**config.mk**
```make
export PLATFORM = sky130hd
export DESIGN_NAME = seq_divider
export DESIGN_NICKNAME = d
export VERILOG_FILES = /design/src/rtl/div_pkg.sv /design/src/rtl/div_step.sv /design/src/rtl/seq_divider.sv
export SDC_FILE = /design/constraint.sdc
export NUM_CORES = 1
export LEC_CHECK = 0
export ABC_AREA = 0
export BUFFER_PORTS_ARGS = -buffer_cell sky130_fd_sc_hd__buf_2
export CAP_MARGIN = 10
export CORE_MARGIN = 1
export CORE_UTILIZATION = 50
export DETAILED_ROUTE_END_ITERATION = 16
export GPL_ROUTABILITY_DRIVEN = 0
export PLACE_DENSITY = 0.73
export SLEW_MARGIN = 20
export SYNTH_ARGS = -nofsm -noshare
export SYNTH_HDL_FRONTEND = slang
export SYNTH_SLANG_ARGS = --single-unit
```
**constraint.sdc**
```tcl
create_clock -name clk -period 1.9 [get_ports clk]
set_input_delay 0.095 -clock clk [delete_from_list [all_inputs] [get_ports clk]]
set_output_delay 0.095 -clock clk [all_outputs]
set_load 0.02 [all_outputs]
```
**src/rtl/div_pkg.sv**
```systemverilog
// Shared widths and FSM state encoding for the sequential restoring divider.
package div_pkg;
    localparam int DIVIDEND_W_DEF = 6;
    localparam int DIVISOR_W_DEF  = 3;

    typedef enum logic [1:0] {
        IDLE = 2'd0,
        RUN  = 2'd1,
        DONE = 2'd2
    } div_state_e;
endpackage

```
**src/rtl/div_step.sv**
```systemverilog
// One combinational restoring-division step: shift in the next dividend bit,
// trial-subtract the divisor, keep the difference only when it did not borrow.
module div_step #(
    parameter int DIVISOR_W = 3
) (
    input  logic [DIVISOR_W-1:0] prem_in,
    input  logic                 next_bit,
    input  logic [DIVISOR_W-1:0] divisor,
    output logic                 q_bit,
    output logic [DIVISOR_W:0]   prem_out
);
    logic [DIVISOR_W:0]   shifted;
    logic [DIVISOR_W+1:0] trial;

    assign shifted  = {prem_in, next_bit};
    assign trial    = {1'b0, shifted} - {2'b00, divisor};
    assign q_bit    = ~trial[DIVISOR_W+1];
    assign prem_out = q_bit ? trial[DIVISOR_W:0] : shifted;
endmodule

```
**src/rtl/seq_divider.sv**
```systemverilog
// Sequential unsigned divider: one restoring step per cycle, MSB first,
// with a valid/ready result hand-off and divide-by-zero flagging.
module seq_divider
    import div_pkg::*;
#(
    parameter int DIVIDEND_W = DIVIDEND_W_DEF,
    parameter int DIVISOR_W  = DIVISOR_W_DEF
) (
    input  logic                  clk,
    input  logic                  rst_n,
    input  logic                  start,
    input  logic [DIVIDEND_W-1:0] dividend,
    input  logic [DIVISOR_W-1:0]  divisor,
    output logic                  in_ready,
    output logic [DIVIDEND_W-1:0] quotient,
    output logic [DIVISOR_W-1:0]  remainder,
    output logic                  div_by_zero,
    output logic                  out_valid,
    input  logic                  out_ready
);
    localparam int              CNT_W     = $clog2(DIVIDEND_W + 1);
    localparam logic [CNT_W-1:0] LAST_STEP = CNT_W'(DIVIDEND_W - 1);

    div_state_e state, state_nxt;

    logic [CNT_W-1:0]      step_cnt;
    logic [DIVIDEND_W-1:0] dvd_sh;   // dividend bits shift out the top, quotient bits in the bottom
    logic [DIVISOR_W-1:0]  dvs_q;
    logic [DIVISOR_W-1:0]  prem;
    logic                  q_bit;
    logic [DIVISOR_W:0]    step_rem;
    logic [DIVIDEND_W-1:0] quo_nxt;
    logic                  accept, xfer, last_step;
    logic                  unused_prem_msb;

    assign in_ready  = (state == IDLE);
    assign accept    = start && (state == IDLE);
    assign xfer      = out_valid && out_ready;
    assign last_step = (step_cnt == LAST_STEP);
    assign quo_nxt   = {dvd_sh[DIVIDEND_W-2:0], q_bit};

    // A restored remainder is always below the divisor, so its top bit is zero.
    assign unused_prem_msb = step_rem[DIVISOR_W];

    div_step #(.DIVISOR_W(DIVISOR_W)) u_step (
        .prem_in  (prem),
        .next_bit (dvd_sh[DIVIDEND_W-1]),
        .divisor  (dvs_q),
        .q_bit    (q_bit),
        .prem_out (step_rem)
    );

    always_ff @(posedge clk) begin
        if (!rst_n) state <= IDLE;
        else        state <= state_nxt;
    end

    always_comb begin
        state_nxt = state;
        case (state)
            IDLE:    if (accept) state_nxt = (divisor == '0) ? DONE : RUN;
            RUN:     if (last_step) state_nxt = DONE;
            DONE:    if (xfer) state_nxt = IDLE;
            default: state_nxt = IDLE;
        endcase
    end

    always_ff @(posedge clk) begin
        if (!rst_n) begin
            step_cnt    <= '0;
            dvd_sh      <= '0;
            dvs_q       <= '0;
            prem        <= '0;
            quotient    <= '0;
            remainder   <= '0;
            div_by_zero <= 1'b0;
            out_valid   <= 1'b0;
        end else begin
            case (state)
                IDLE: begin
                    if (accept) begin
                        dvd_sh   <= dividend;
                        dvs_q    <= divisor;
                        prem     <= '0;
                        step_cnt <= '0;
                        if (divisor == '0) begin
                            quotient    <= '1;
                            remainder   <= '0;
                            div_by_zero <= 1'b1;
                        end
                    end
                end
                RUN: begin
                    dvd_sh   <= quo_nxt;
                    prem     <= step_rem[DIVISOR_W-1:0];
                    step_cnt <= step_cnt + CNT_W'(1);
                    if (last_step) begin
                        quotient    <= quo_nxt;
                        remainder   <= step_rem[DIVISOR_W-1:0];
                        div_by_zero <= 1'b0;
                    end
                end
                default: ;
            endcase
            out_valid <= (state_nxt == DONE);
        end
    end
endmodule

```
==> metrics.md, run 1 <==
| Metric | Value |
|---|---|
| Max_cap viols | `0` |
| Die Ht | `52.8 um` |
| # diodes | `0` |
| Achievable frequency | `562 MHz` |
| First-pass GRT wire length | `4570 um` |
| Rows | `18` |
| Die width | `~53 um` |
| Syn_area_per_cell | `8.72 um^2` |
| Nets | `189` |
| Arrival time worst endpoint | `2010 ps` |
| Crit-path max FO | `7` |
| CTS Buf Count | `3` |
| Layout Cells excl Fill | `just under 200` |
| Layout area overhead | `12.5%` |
| Syn Inst Count | `148` |
| IO Pins | `25` |
| First-pass DRT Iterations | `4` |
| Clk root buf | `clkbuf_4` |
| Crit. End Element | `flip-flop` |
| Slew HR | `56.9%` |
| Fin util | `between 50% and 60%` |
| DIE AREA | `2790 um^2` |
| DRT iter0 DRCs | `32` |
| Pwr dens | `approximately 750 nW/um^2` |
| Post-Place Cells | `196` |
| Hold Crit Class | `input pin to flip-flop` |
| Static Leakage | `0.642 nW` |
| H-tree depth | `1` |
| Pin count of the biggest net entering global routing | `20` |
| Reg clk slew, reported paths | `140 ps` |
| TritonCTS clock tree | `yes` |
| DRC viols | `0` |
| Port Buffers | `24` |
| Post-Syn Nets | `166` |
| Share of cells above drive strength 1 | `between 20% and 30%` |
| Core Region | `~2500 um^2` |
| Yosys cell types | `34` |
| Clk_lat worst skew | `310 ps` |
| Setup_tns | `0 ps` |
| Pin slew with the least headroom to its limit | `about 650 ps` |
| GRT Overall Usage | `22.1%` |
| CP Launch Type | `flip-flop` |
| Max rail drop VDD | `419 uV` |
| Crit path required time | `2130 ps` |
| #FFs+latches synth | `28` |
| Clk sinks | `28` |
| DP HPWL | `1980 um` |
| Routed vias/inst | `5.79` |
| Synth warn | `0` |
| Crit share post-route | `93.7%` |
| Final Hold Vio Count | `0` |
| Status | `finished clean` |
| Total Routed Length | `2670 um` |
| Top cells by area, synth | `dfxtp_1, nand2_1, mux2i_1, ha_1, nand3_1` |
| Final Slew Violations | `0` |
| Area share of the largest cell type after synthesis | `43.5%` |
| Initial Utilization | `between 50% and 60%` |
| Detail Route Antenna Nets | `0` |
| Post-synth top area cell | `dfxtp_1` |
| Max Root-Sink Buffers | `2` |
| Routed len/inst | `~13 um` |
| Gr ovfl total | `0` |
| RSZ-0062 raised after global routing | `false` |
| Vias in the first global route | `1052` |
| Seq/Total Area, Yosys | `43.5%` |
| Min Tclk post-route | `1780 ps` |
| Total number of vias | `1152` |
| Fin Hold WS | `about 13 ps` |
| Finish-stage setup viols | `0` |
| Clock Skews | `1.54 ps` |
| Critical path type | `flip-flop to flip-flop` |
| Synthesized area | `1290 um^2` |
| Initial antenna violation count | `0` |
## cell type report
| type | count | area [um^2] |
|---|---|---|
| inverter | 5 | 18.8 |
| sequential | 28 | 561 |
| multi-input combinational | 104 | 654 |
| clock buffer | 3 | 22.5 |
| fill | 232 | 1000 |
| tap | 30 | 37.5 |
| timing repair buffer | 29 | 158 |
## path summary, 6_finish.rpt
kind                                  start      endpoint  slack, ps  cells after the start
worst min-delay path             divisor[1]      dvs_q[1]         10                      3
worst max-delay path              dvd_sh[5]  remainder[0]        120                      6
worst max register to register    dvd_sh[5]  remainder[0]        120                      6
worst min register to register  quotient[4]   quotient[4]        470                      2
## through the flow
| step | power (mW) | worst slack [ps] | instance area, um^2 |
|---|---|---|---|
| 4_1_cts | 1.10 | 88.5 | 1450 |
| 5_1_grt | 1.15 | 26.9 | 1450 |
| 3_5_place_dp | 0.873 | 111 | 1430 |
| 3_3_place_gp | 0.862 | 211 | 1430 |
| 6_report | 1.10 | 119 | 1450 |
| 2_1_floorplan | 0.811 | 275 | 1290 |
## routing by layer
| layer | up-vias | global-route usage (%) | share of wire (%) |
|---|---|---|---|
| li1 | 565 | - | - |
| met1 | 539 | 26.5 | 42 |
| met2 | 42 | 39.2 | 52 |
| met3 | 6 | 2.90 | 4.9 |
| met4 | 0 | 8.77 | 0.52 |
| met5 | - | 0 | 0 |
## sequential cells by signal (all words and copies together) (netlist names)
signal / flops
dvd_sh: 6
quotient: 6
dvs_q: 3
prem: 3
remainder: 3
step_cnt: 3
state: 2
div_by_zero: 1
out_valid: 1
## synthesized netlist by cell type
cell,count
nand2_1,29
dfxtp_1,28
nand3_1,8
a21oi_1,7
a31oi_1,6
clkbuf_1,6
mux2i_1,6
inv_1,5
nand2b_1,5
o21ai_0,5
ha_1,4
nor2_1,4
o32ai_1,4
a21boi_0,2
a221oi_1,2
and3_1,2
buf_2,2
buf_6,2
nor2b_1,2
nor3_1,2
o2111ai_1,2
o21a_1,2
or3_1,2
a211oi_1,1
a22oi_1,1
a31o_2,1
buf_1,1
fa_1,1
nand4b_1,1
nor3b_1,1
o211a_1,1
o41ai_2,1
or2_2,1
or3b_1,1
## placed cells by master, fill, tap and decap left out, types with 3 or more instances in the layout
cell type	instances
nand2_1	29
dfxtp_1	28
buf_2	24
nand3_1	8
a21oi_1	7
mux2i_1	6
a31oi_1	6
inv_1	5
o21ai_0	5
buf_4	5
nor2_1	4
nand2b_1	4
o32ai_1	4
ha_1	4
clkbuf_4	3
## kinds of logic (layout without fill, tap and decap cells)
kind of cell	count (synthesis)	in the layout	synth area share (%)
AOI/OAI and AO/OA	35	35	19.2
and+or+nand+nor	58	58	21.2
adders and majority gates	5	5	5.43
DFF	28	28	43.5
buffers and inverters	16	37	6.01
muxes	6	6	4.66
## worst max-delay path: stages, from the launching register on
cell	delay [ps]
dfxtp_1	360
inv_1	60
ha_1	180
fa_1	380
nand2b_2	240
and3_1	200
o32ai_1	280
## power by group
part / total, mW / internal [mW] / leakage (nW) / switching (mW)
sequential: 0.647 / 0.622 / 0.228 / 0.0249
combinational: 0.216 / 0.0837 / 0.400 / 0.133
clock: 0.232 / 0.0741 / 0.0138 / 0.158
total: 1.10 / 0.780 / 0.642 / 0.315
## timing repair
action	in CTS	in global routing
endpoints found under the setup margin	0	2
hold buffers	0	0
gates resized for setup	0	1
buffers inserted	0	0
Note: power is estimated with default switching activity, not from simulation.
==> run 2, diff against run 1 <==
Settings changed: CORE_UTILIZATION 50 to 35, PLACE_DENSITY 0.73 to not set.
==> metrics.md, run 2 (synthesis gave the netlist of run 1 again) <==
| Metric | Value |
|---|---|
| Status | `finished clean` |
| Rows | `21` |
| Max_cap viols | `0` |
| Pin count of the biggest net entering global routing | `20` |
| Worst R2R Path Depth | `6` |
| DIE AREA | `around 3900 um^2` |
| Max rail drop VDD | `just over 400 uV` |
| Die Ht | `62.7 um` |
| CTS Buf Count | `3` |
| Buf/Inv on CP | `1` |
| Initial Utilization | `37.5%` |
| RSZ-0062 raised after global routing | `false` |
| H-tree depth | `1` |
| Most frequent cells in the layout | `nand2_1, dfxtp_1, buf_2` |
| Hold Crit Class | `input pin to flip-flop` |
| # hold bufs at CTS | `0` |
| R2r endpoint | `prem[1]` |
| Fill cell count | `355` |
| Critical path type | `flip-flop to flip-flop` |
| Fin Hold WS | `54.7 ps` |
| DRT iter0 DRCs | `24` |
| Total number of vias | `1137` |
| Layout area overhead | `18.8%` |
| Port Buffers | `24` |
| Reg-to-reg startpoint | `dvd_sh[5]` |
| Crit-path max FO | `7` |
| Clk sinks | `28` |
| Pin slew with the least headroom to its limit | `approximately 680 ps` |
| Initial antenna violation count | `0` |
| Routed len/inst | `13.5 um` |
| Crit share post-route | `approximately 90%` |
| First-pass DRT Iterations | `4` |
| DP HPWL | `2090 um` |
| CP Launch Type | `flip-flop` |
| Layout Cells excl Fill | `approximately 220` |
| Biggest regs | `dvd_sh x6, quotient x6` |
| GRT Overall Usage | `15.9%` |
| # diodes | `0` |
| Achievable frequency | `588 MHz` |
| Min Tclk post-route | `1700 ps` |
| CP max stage cell | `fa_1` |
| Crit path launch | `dvd_sh[5]` |
| Crit path required time | `2100 ps` |
| Reg clk slew, reported paths | `100 ps` |
| Vias in the first global route | `1093` |
| Slew HR | `54.7%` |
| Max Root-Sink Buffers | `2` |
| Detail Route Antenna Nets | `0` |
| Final Slew Violations | `0` |
| Crit. End Element | `flip-flop` |
| Total Routed Length | `2920 um` |
| DRC viols | `0` |
| Crit path max-delay family | `adder cells` |
| Critical path depth | `6` |
| Share of cells above drive strength 1 | `between 20% and 30%` |
| CP max stage delay | `400 ps` |
| Total power | `1.35 mW` |
| Finish-stage setup viols | `0` |
| Die width | `62.7 um` |
| R2r setup slk | `200 ps` |
| Setup_tns | `0 ps` |
| Pwr dens | `around 880 nW/um^2` |
| CP endpoint | `prem[1]` |
| Gr ovfl total | `0` |
| Core Region | `between 3000 and 4000 um^2` |
| Clk root buf | `clkbuf_8` |
| Static Leakage | `0.669 nW` |
| CP Cell Sequence | `inv_1 > ha_1 > fa_1 > nand2b_4 > and3_1 > o32ai_1` |
| Arrival time worst endpoint | `1900 ps` |
| First-pass GRT wire length | `4860 um` |
| Routed vias/inst | `5.26` |
| Most common cell after layout, fill and taps aside | `nand2_1` |
| IO Pins | `25` |
| Final Hold Vio Count | `0` |
| Clock Skews | `5.66 ps` |
| Clk_lat worst skew | `280 ps` |
| TritonCTS clock tree | `yes` |
| Nets | `189` |
| Post-Place Cells | `212` |
==> run 2: changes by cell type in the layout (fill, tap and decap cells not counted) <==
| cell | change |
|---|---|
| clkbuf_4 | -3 |
| clkbuf_8 | +3 |
| a21boi_0 | -1 |
| a21boi_1 | +1 |
| bufinv_16 | +1 |
| nand2b_2 | -1 |
| nand2b_4 | +1 |
| o32ai_1 | -1 |
| o32ai_2 | +1 |
==> run 2: repair_timing <==
item / 4_1_cts / 5_1_grt
buffers inserted: 0 / 0
gates resized for setup: 0 / 4
setup endpoints to repair: 0 / 2
==> run 2: worst register-to-register path, stage by stage (launching register included) <==
cell and delay [ps]:
dfxtp_1 340, inv_1 50, ha_1 180, fa_1 400, nand2b_4 180, and3_1 200, o32ai_1 270
==> run 2: power breakdown <==
| part | switching (mW) | internal (mW) |
|---|---|---|
| logic | 0.135 | 0.0884 |
| clock network | 0.193 | 0.283 |
| registers | 0.0246 | 0.622 |
| total | 0.353 | 0.993 |
==> run 2: metal layers <==
layer,track usage [%],wire length (um)
met3,3.10,93
met1,19.6,1370
met2,26.8,1400
met4,6.98,58
met5,0,0
==> run 2: area by class of cell <==
cell class	count	area, um^2	area share [%]
multi-input cells	104	667	43.5
clock buffers	3	41.3	2.69
repair buffers	29	158	10.3
well taps	46	57.6	3.76
inverters	5	18.8	1.22
clock inverters	1	30.0	1.96
flip-flops and latches	28	561	36.6
==> run 2: worst min-delay path by stage <==
stage	startpoint	end	slack (ps)	cells after the start
floorplan	divisor[2]	dvs_q[2]	230	2
global placement	divisor[2]	dvs_q[2]	350	3
detailed placement	divisor[1]	dvs_q[1]	360	3
CTS	divisor[1]	dvs_q[1]	50	3
global route	divisor[2]	dvs_q[2]	50	3
finish	divisor[1]	dvs_q[1]	50	3
==> run 2: through the flow <==
step | setup WS (ps) | instance area (um^2) | util [%]
2_1_floorplan | 275 | 1290 | -
3_5_place_dp | 141 | 1450 | 42.0
6_report | 198 | 1530 | 44.5
4_1_cts | 115 | 1520 | 44.1
3_3_place_gp | 215 | 1450 | 42.0
5_1_grt | 71.8 | 1530 | 44.5
